$ cat config.mk
export PLATFORM = sky130hd
export DESIGN_NAME = slot_alloc_flat
export DESIGN_NICKNAME = d
export VERILOG_FILES = /design/src/rtl/slot_alloc_if.sv /design/src/rtl/slot_alloc.sv /design/src/flat_wrapper.sv
export SDC_FILE = /design/constraint.sdc
export NUM_CORES = 1
export LEC_CHECK = 0
export ABC_AREA = 1
export BUFFER_PORTS_ARGS = -buffer_cell sky130_fd_sc_hd__buf_2
export CORE_AREA = 2 2 39 41
export CTS_CLUSTER_DIAMETER = 60
export DETAILED_ROUTE_END_ITERATION = 12
export DIE_AREA = 0 0 41 43
export MAX_ROUTING_LAYER = met4
export PLACE_DENSITY = 0.82
export SYNTH_ARGS = -nofsm -noshare
export SYNTH_HDL_FRONTEND = slang
export SYNTH_SLANG_ARGS = --single-unit
$ cat constraint.sdc
create_clock -name clk -period 2.2 [get_ports clk]
set_clock_uncertainty 0.1 [all_clocks]
set_input_delay 0.22 -clock clk [delete_from_list [all_inputs] [get_ports clk]]
set_output_delay 0.22 -clock clk [all_outputs]
set_load 0.02 [all_outputs]
$ cat src/rtl/slot_alloc_if.sv
// Slot allocator request/response bundle.
// The master side issues alloc/free requests; the slave side (the allocator)
// returns the grant, the release error flag and the occupancy status.
interface slot_alloc_if #(
  parameter int NSLOT = 4,
  parameter int IDXW  = $clog2(NSLOT)
);
  logic              alloc_req;
  logic              free_vld;
  logic [IDXW-1:0]   free_idx;
  logic              alloc_gnt;
  logic [IDXW-1:0]   alloc_idx;
  logic [NSLOT-1:0]  busy_map;
  logic              full;
  logic              empty;
  logic [IDXW:0]     count;
  logic              err_free;

  modport master (
    output alloc_req, free_vld, free_idx,
    input  alloc_gnt, alloc_idx, busy_map, full, empty, count, err_free
  );

  modport slave (
    input  alloc_req, free_vld, free_idx,
    output alloc_gnt, alloc_idx, busy_map, full, empty, count, err_free
  );
endinterface

$ cat src/rtl/slot_alloc.sv
// Slot allocator: grants the lowest free slot of an occupancy bitmap, one
// grant per cycle, and accepts releases of occupied slots. Releasing a free
// or out-of-range slot is rejected and flagged with a one-cycle error pulse.
// A slot released in a cycle only becomes a candidate from the next cycle,
// because the candidate is derived from the registered map.
module slot_alloc #(
  parameter int NSLOT = 4,
  parameter int IDXW  = $clog2(NSLOT)
) (
  input  logic         clk,
  input  logic         rst_n,
  slot_alloc_if.slave  bus
);

  localparam logic [IDXW:0] NSLOT_W = (IDXW+1)'(NSLOT);

  logic [NSLOT-1:0] busy_reg,  busy_next;
  logic [IDXW:0]    count_reg, count_next;
  logic [IDXW-1:0]  idx_reg,   idx_next;
  logic             gnt_reg,   gnt_next;
  logic             err_reg,   err_next;

  logic [NSLOT:0]   lower_busy;   // bit i: all slots below i are occupied
  logic [NSLOT-1:0] cand_onehot;  // lowest free slot, one-hot (zero when full)
  logic [NSLOT-1:0] free_mask;    // one-hot of an accepted release
  logic [IDXW-1:0]  cand_idx;
  logic             full_w;
  logic             alloc_ok;
  logic             idx_ok;
  logic             free_ok;

  assign full_w = &busy_reg;

  // Priority chain: a slot is the candidate when it is free and every lower
  // slot is busy.
  assign lower_busy[0] = 1'b1;
  for (genvar gi = 0; gi < NSLOT; gi++) begin : g_cand
    assign lower_busy[gi+1] = lower_busy[gi] & busy_reg[gi];
    assign cand_onehot[gi]  = lower_busy[gi] & ~busy_reg[gi];
  end

  // Encode the one-hot candidate into an index.
  always_comb begin
    cand_idx = '0;
    for (int i = 0; i < NSLOT; i++) begin
      if (cand_onehot[i]) cand_idx = cand_idx | IDXW'(i);
    end
  end

  assign alloc_ok = bus.alloc_req & ~full_w;
  assign idx_ok   = ({1'b0, bus.free_idx} < NSLOT_W);
  assign free_ok  = bus.free_vld & idx_ok & busy_reg[bus.free_idx];

  for (genvar gi = 0; gi < NSLOT; gi++) begin : g_free
    assign free_mask[gi] = free_ok && (bus.free_idx == IDXW'(gi));
  end

  // Next-state: the candidate is always a free bit and the released bit is
  // always a busy bit, so the set and clear masks never overlap.
  always_comb begin
    busy_next  = (busy_reg & ~free_mask) | (alloc_ok ? cand_onehot : '0);
    gnt_next   = alloc_ok;
    idx_next   = alloc_ok ? cand_idx : idx_reg;
    err_next   = bus.free_vld & ~free_ok;
    count_next = count_reg;
    case ({alloc_ok, free_ok})
      2'b10:   count_next = count_reg + 1'b1;
      2'b01:   count_next = count_reg - 1'b1;
      default: count_next = count_reg;
    endcase
  end

  // State registers with asynchronous clear.
  always_ff @(posedge clk or negedge rst_n) begin
    if (!rst_n) begin
      busy_reg  <= '0;
      count_reg <= '0;
      idx_reg   <= '0;
      gnt_reg   <= 1'b0;
      err_reg   <= 1'b0;
    end else begin
      busy_reg  <= busy_next;
      count_reg <= count_next;
      idx_reg   <= idx_next;
      gnt_reg   <= gnt_next;
      err_reg   <= err_next;
    end
  end

  assign bus.busy_map  = busy_reg;
  assign bus.count     = count_reg;
  assign bus.alloc_idx = idx_reg;
  assign bus.alloc_gnt = gnt_reg;
  assign bus.err_free  = err_reg;
  assign bus.full      = full_w;
  assign bus.empty     = ~|busy_reg;

endmodule

$ cat src/flat_wrapper.sv
// flat-port wrapper written by rule: the top's interface ports become plain ports
module slot_alloc_flat 
#(
  parameter int NSLOT = 4,
  parameter int IDXW  = $clog2(NSLOT)
)
  (clk, rst_n, bus_alloc_req, bus_free_vld, bus_free_idx, bus_alloc_gnt, bus_alloc_idx, bus_busy_map, bus_full, bus_empty, bus_count, bus_err_free);
  slot_alloc_if #(.NSLOT(NSLOT), .IDXW(IDXW)) bus_i ();
  input  logic clk;
  input  logic rst_n;
  input wire logic [$bits(bus_i.alloc_req)-1:0] bus_alloc_req;
  input wire logic [$bits(bus_i.free_vld)-1:0] bus_free_vld;
  input wire logic [$bits(bus_i.free_idx)-1:0] bus_free_idx;
  output wire logic [$bits(bus_i.alloc_gnt)-1:0] bus_alloc_gnt;
  output wire logic [$bits(bus_i.alloc_idx)-1:0] bus_alloc_idx;
  output wire logic [$bits(bus_i.busy_map)-1:0] bus_busy_map;
  output wire logic [$bits(bus_i.full)-1:0] bus_full;
  output wire logic [$bits(bus_i.empty)-1:0] bus_empty;
  output wire logic [$bits(bus_i.count)-1:0] bus_count;
  output wire logic [$bits(bus_i.err_free)-1:0] bus_err_free;
  assign bus_i.alloc_req = bus_alloc_req;
  assign bus_i.free_vld = bus_free_vld;
  assign bus_i.free_idx = bus_free_idx;
  assign bus_alloc_gnt = bus_i.alloc_gnt;
  assign bus_alloc_idx = bus_i.alloc_idx;
  assign bus_busy_map = bus_i.busy_map;
  assign bus_full = bus_i.full;
  assign bus_empty = bus_i.empty;
  assign bus_count = bus_i.count;
  assign bus_err_free = bus_i.err_free;
  slot_alloc #(.NSLOT(NSLOT), .IDXW(IDXW)) u_core (.clk(clk), .rst_n(rst_n), .bus(bus_i));
endmodule
==> After elaboration in Yosys (flattened, before gate mapping) <==
Index checks and enable logic that the tools add are counted.
{ "totals": {"ff_bits": 11, "input_bits": 6} }
{ "op_classes": {"n_eq_ne": 5, "bitwise": 17, "muxes": 7, "n_addsub": 2, "reduce_logical": 9, "n_lt_le_gt_ge": 1} }
{ "ops": {"columns": ["operator", "count"], "rows": [
  ["1-bit bitwise AND", 8],
  ["2-bit == test (second input constant)", 3],
  ["1-bit NOT", 6],
  ["3-bit one-hot mux with 2 select lines", 1],
  ["4-bit bitwise AND", 1],
  ["2-bit by 1-bit == test with 1-bit output (second input constant)", 2],
  ["1-bit logical AND", 4],
  ["2-bit 2-to-1 mux", 2],
  ["4-bit 2-to-1 mux", 1],
  ["4-bit NOT", 1],
  ["4-bit OR", 1],
  ["4-bit AND reduction", 1],
  ["4-bit OR reduction", 1],
  ["3-bit by 1-bit adder with 3-bit output (second input constant)", 1],
  ["2-bit by 3-bit less-than comparator with 1-bit output (second input constant)", 1],
  ["3-bit by 1-bit subtractor with 3-bit output (second input constant)", 1],
  ["1-bit binary-select mux with 2-bit select", 1],
  ["2-bit zero test", 1],
  ["1-bit 2-to-1 mux", 2],
  ["2-bit nonzero test", 1],
  ["1-bit zero test", 1]
]} }

==> Logic depth before layout (Yosys ltp) <==
{ "depth": {"depth_word": 7, "ltp_mapped": 11, "ltp_nobuf": 11} }

==> Least setup slack after synthesis <==
No wires, ideal clock.
{ "synth_path": {"path_kind": "reg-to-reg", "start": "register u_core.busy_reg[0], in the netlist u_core.bus.busy_map[0]", "end": "register u_core.count_reg[2], in the netlist u_core.bus.count[2]", "setup_time_ps": 128, "required_ps": 1972, "path_stages_with_launch": 11, "setup_slack_ps": 181, "path_buffers": 0, "arrival_time_ps": 1790, "cell_sequence": "dfrtp_1 -> nand2_1 -> nand2_1 -> nand2_2 -> a21oi_1 -> ha_1 -> inv_1 -> fa_1 -> a21oi_1 -> o21ai_0 -> xnor2_1"} }
{ "synth_between": {"elab_chain_cells": 5, "elab_cells_between_ends": 10} }
{ "synth_rtl": {"columns": ["element", "line", "source"], "rows": [
  ["start: declaration", "slot_alloc.sv:17", "logic [NSLOT-1:0] busy_reg, busy_next;"],
  ["start signal: assignment", "slot_alloc.sv:82", "busy_reg <= busy_next;"],
  ["1-bit binary-select mux with 2-bit select / 4-bit AND reduction (equally long branches)", "slot_alloc.sv:52, slot_alloc.sv:32", null],
  ["1-bit 2-to-1 mux (implied by the code) / 1-bit NOT (equally long branches)", "slot_alloc.sv:52, slot_alloc.sv:50", null],
  ["1-bit bitwise AND, on equally long branches", "slot_alloc.sv:52, slot_alloc.sv:50", null],
  ["2-bit by 1-bit == test with 1-bit output / 2-bit == test (equally long branches)", "slot_alloc.sv:66", "case ({alloc_ok, free_ok})"],
  ["3-bit one-hot mux with 2 select lines / 2-bit nonzero test (equally long branches)", null, null],
  ["end signal: assignment", "slot_alloc.sv:83", "count_reg <= count_next;"],
  ["end: declaration", "slot_alloc.sv:18", "logic [IDXW:0] count_reg, count_next;"]
]} }
Several ways; a longest one is shown, not always the timed one. The select of a mux whose other input is x is not followed.
A chain may end at the register's enable or synchronous reset.

==> Final worst setup path <==
{ "layout_path": {"start": "register u_core.busy_reg[2], in the netlist u_core.bus.busy_map[2]", "end": "register u_core.count_reg[2], in the netlist u_core.bus.count[2]"} }
The elaborated chain is that of the path after synthesis.

==> metrics.md <==
| Metric | Value |
|---|---|
| Post-synthesis sequential area ratio | 48.1% |
| Inserted Clock Buffers | 3 |
| Worst slew pin tran | 0.248 ns |
| Synth cell count leaders | inv_1, nand2_1, dfrtp_1 |
| CP max FO | 7 |
| Hold EP | u_core.bus.busy_map[0]$_DFF_PN0_ |
| Mapped cell area | 572 sq um |
| Die X | 41 um |
| Core Area | 1380 sq um |
| Root Driver | clkbuf_4 |
| Nets | 97 |
| Static leakage | 0.390 nW |
| Site Rows | 14 |
| Fin crit share | 93.1% |
| Congestion Overflow GR | 0 |
| Fin. Hold Viols | 0 |
| GRT Total Usage | 16.9% |
| Top Ports | 19 |
| Crit path capture type | flop |
| Post-DP HPWL | 930 um |
| Met1 Usage GRT | 21.1% |
| Routed vias/inst | 4.94 |
| M3 GR Usage | 6.28% |
| Synthesized Nets | 73 |
| Pre-antenna DRT Iters | 4 |
| Initial Utilization | 41.3% |
| Yosys top cell by area | dfrtp_1 |
| CTS tree | built |
| Placed cell count | 99 |
| Worst setup SP type | flop |
| DRC | 0 |
| Post-CTS setup buffer count | 0 |
| Data required, critical path | 2.24 ns |
| Max reg flops | 4 |
| Max H-tree Level | 1 |
| Share of cells above drive strength 1 | 35.2% |
| Pwr per Cell Area | 1340 nW/um^2 |
| Ant. Diodes | 0 |
| Ys flop type | dfrtp_1 |
| Fillers | 141 |
| Die H | 43 um |
| Placed Area | 682 sq um |
| Initial DRC count | 7 |
| Antenna violations before repair | 0 |
| Bufs on Longest Clock Path | 2 |
| CP Buf/Inv Count | 1 |
| Post-Syn Instances | 65 |
| Max Cap Viol | 0 |
| Post-synthesis async set-or-reset flop share | 100% |
| Cell Count, Final, Fillers Out | 104 |
| Final slew viol count | 0 |
| Setup ws final | 0.152 ns |
| Hold path start | bus_free_vld |
| DRT Wirelength | 1.18 mm |
| Share of the synthesized area in the top cell type | 48.1% |
| Vias in the first global route | 474 |
| CP Cell Sequence | nand2_1 > nand2_1 > nand2_2 > a21oi_1 > ha_1 > inv_1 > fa_1 > a21oi_1 > o21ai_0 > xnor2_1 |
| Worst Path Arrival | 2.09 ns |
| Final setup fails | 0 |
| Critical path's slowest cell | dfrtp_1 |
| Syn. warnings | 0 |
| Status | finished, final reports clean |
| Worst vdd ir | 0.617 mV |
| RD Place Congestion | 0.857 |
| Worst skew pair latency | 0.26 ns |
| Worst Hold Path Cells | 2 |
| Area Growth Syn to Fin | 26.0% |
| Gr busiest metal | met2 |
| Synth Register Bits | 11 |
| Achievable Freq | 488 MHz |
| Average cell area after synthesis | 8.80 sq um |
| Reg2reg path depth | 10 |
| Synth cell types | 18 |
| Antenna-violating nets left | 0 |
| Met2 Track Usage GR | 24.4% |
| Dominant cells by area after synthesis | dfrtp_1, inv_1, nand2_1, nand2_2, fa_1 |
| WL/cell | 11.4 um |
| Final Critical Period | 2.05 ns |
| Worst R2R Setup Slack | 0.15 ns |
| Hold Crit Class | primary input to flop |
| CTS Sinks | 11 |
| CP Class | flop to flop |
| Total negative slack | 0 ns |
| Max incr delay on CP | 0.46 ns |
| Fin area | 721 sq um |
| Total Power Consumption | 0.000965 W |
| Pre-CTS setup slack | 0.122 ns |
| Post-synth EDFFs | 0 |
| Reg2reg end | u_core.bus.count[2]$_DFFE_PN0P_ |
| RSZ-0062 raised after global routing | false |
| I/O Buffers | 18 |
| Slew HR | 83.5% |
| First-pass GRT wire length | 1.94 mm |
| Reg clk slew, reported paths | 0.07 ns |
| Die ar. | 1760 sq um |
| R2R Path Start | u_core.bus.busy_map[2]$_DFF_PN0_ |
| Largest net degree at the start of global routing | 12 |
| CP top delay family | adder cells |
| Routed vias | 514 |
[final cells by class]
cell class,count,area (sq um),area share [%]
repair buffers,19,100,13.9
inverters,12,45.0,6.25
flip-flops and latches,11,278,38.5
well taps,16,20.0,2.78
multi-input cells,42,251,34.9
clock buffers,4,26.3,3.65
[metrics by stage]
step,hold WS (ns),util [%]
after floorplan,-0.176,-
after CTS,0.0745,51.9
after detailed placement,0.00279,49.3
after global placement,-0.00567,49.3
final,0.0835,52.1
after global routing,0.0890,52.1
[cells by family after synthesis]
kind of cell / synth area share [%]
compound gates: 10.7
simple gates: 24.5
fa+ha+maj: 5.69
buf+inv: 7.88
xor+xnor: 3.06
flops: 48.1
[worst max path at each step]
stage,startpoint,to,slack [ns],cells past startpoint
after floorplan,u_core.bus.busy_map[0]$_DFF_PN0_,u_core.bus.count[2]$_DFFE_PN0P_,0.18,10
after detailed placement,u_core.bus.busy_map[0]$_DFF_PN0_,u_core.bus.count[2]$_DFFE_PN0P_,0.12,10
after CTS,u_core.bus.busy_map[0]$_DFF_PN0_,u_core.bus.count[2]$_DFFE_PN0P_,0.1,10
after global placement,u_core.bus.busy_map[0]$_DFF_PN0_,u_core.bus.count[2]$_DFFE_PN0P_,0.19,10
after global routing,u_core.bus.busy_map[2]$_DFF_PN0_,u_core.bus.count[2]$_DFFE_PN0P_,0.002,10
final,u_core.bus.busy_map[2]$_DFF_PN0_,u_core.bus.count[2]$_DFFE_PN0P_,0.15,10
[what timing repair did]
item,in CTS,in global routing
hold endpoints to repair,11,0
hold buffers,1,0
gates resized for setup,0,2
setup endpoints to repair,0,1
[layer usage]
| layer | share of wire, % | routed length (um) | vias up |
|---|---|---|---|
| met5 | 0 | 0 | - |
| met4 | 0.68 | 8 | 0 |
| met3 | 7.0 | 83 | 2 |
| met2 | 51 | 601 | 16 |
| met1 | 41 | 489 | 244 |
| li1 | - | - | 252 |
[where the power goes]
group | internal (W) | total (W) | switching (W)
Clock | 0.0000700 | 0.000135 | 0.0000647
Combinational | 0.000171 | 0.000464 | 0.000293
Sequential | 0.000287 | 0.000366 | 0.0000795
[placed cells by master, fill, tap and decap left out, drive strengths merged, types with 2 or more instances in the layout]
cell	n
buf	18
nand2	17
inv	12
dfrtp	11
nand3	5
o21ai	5
nor2	4
clkbuf	4
a21oi	3
xnor2	2
(Power assumes the default switching activity.)
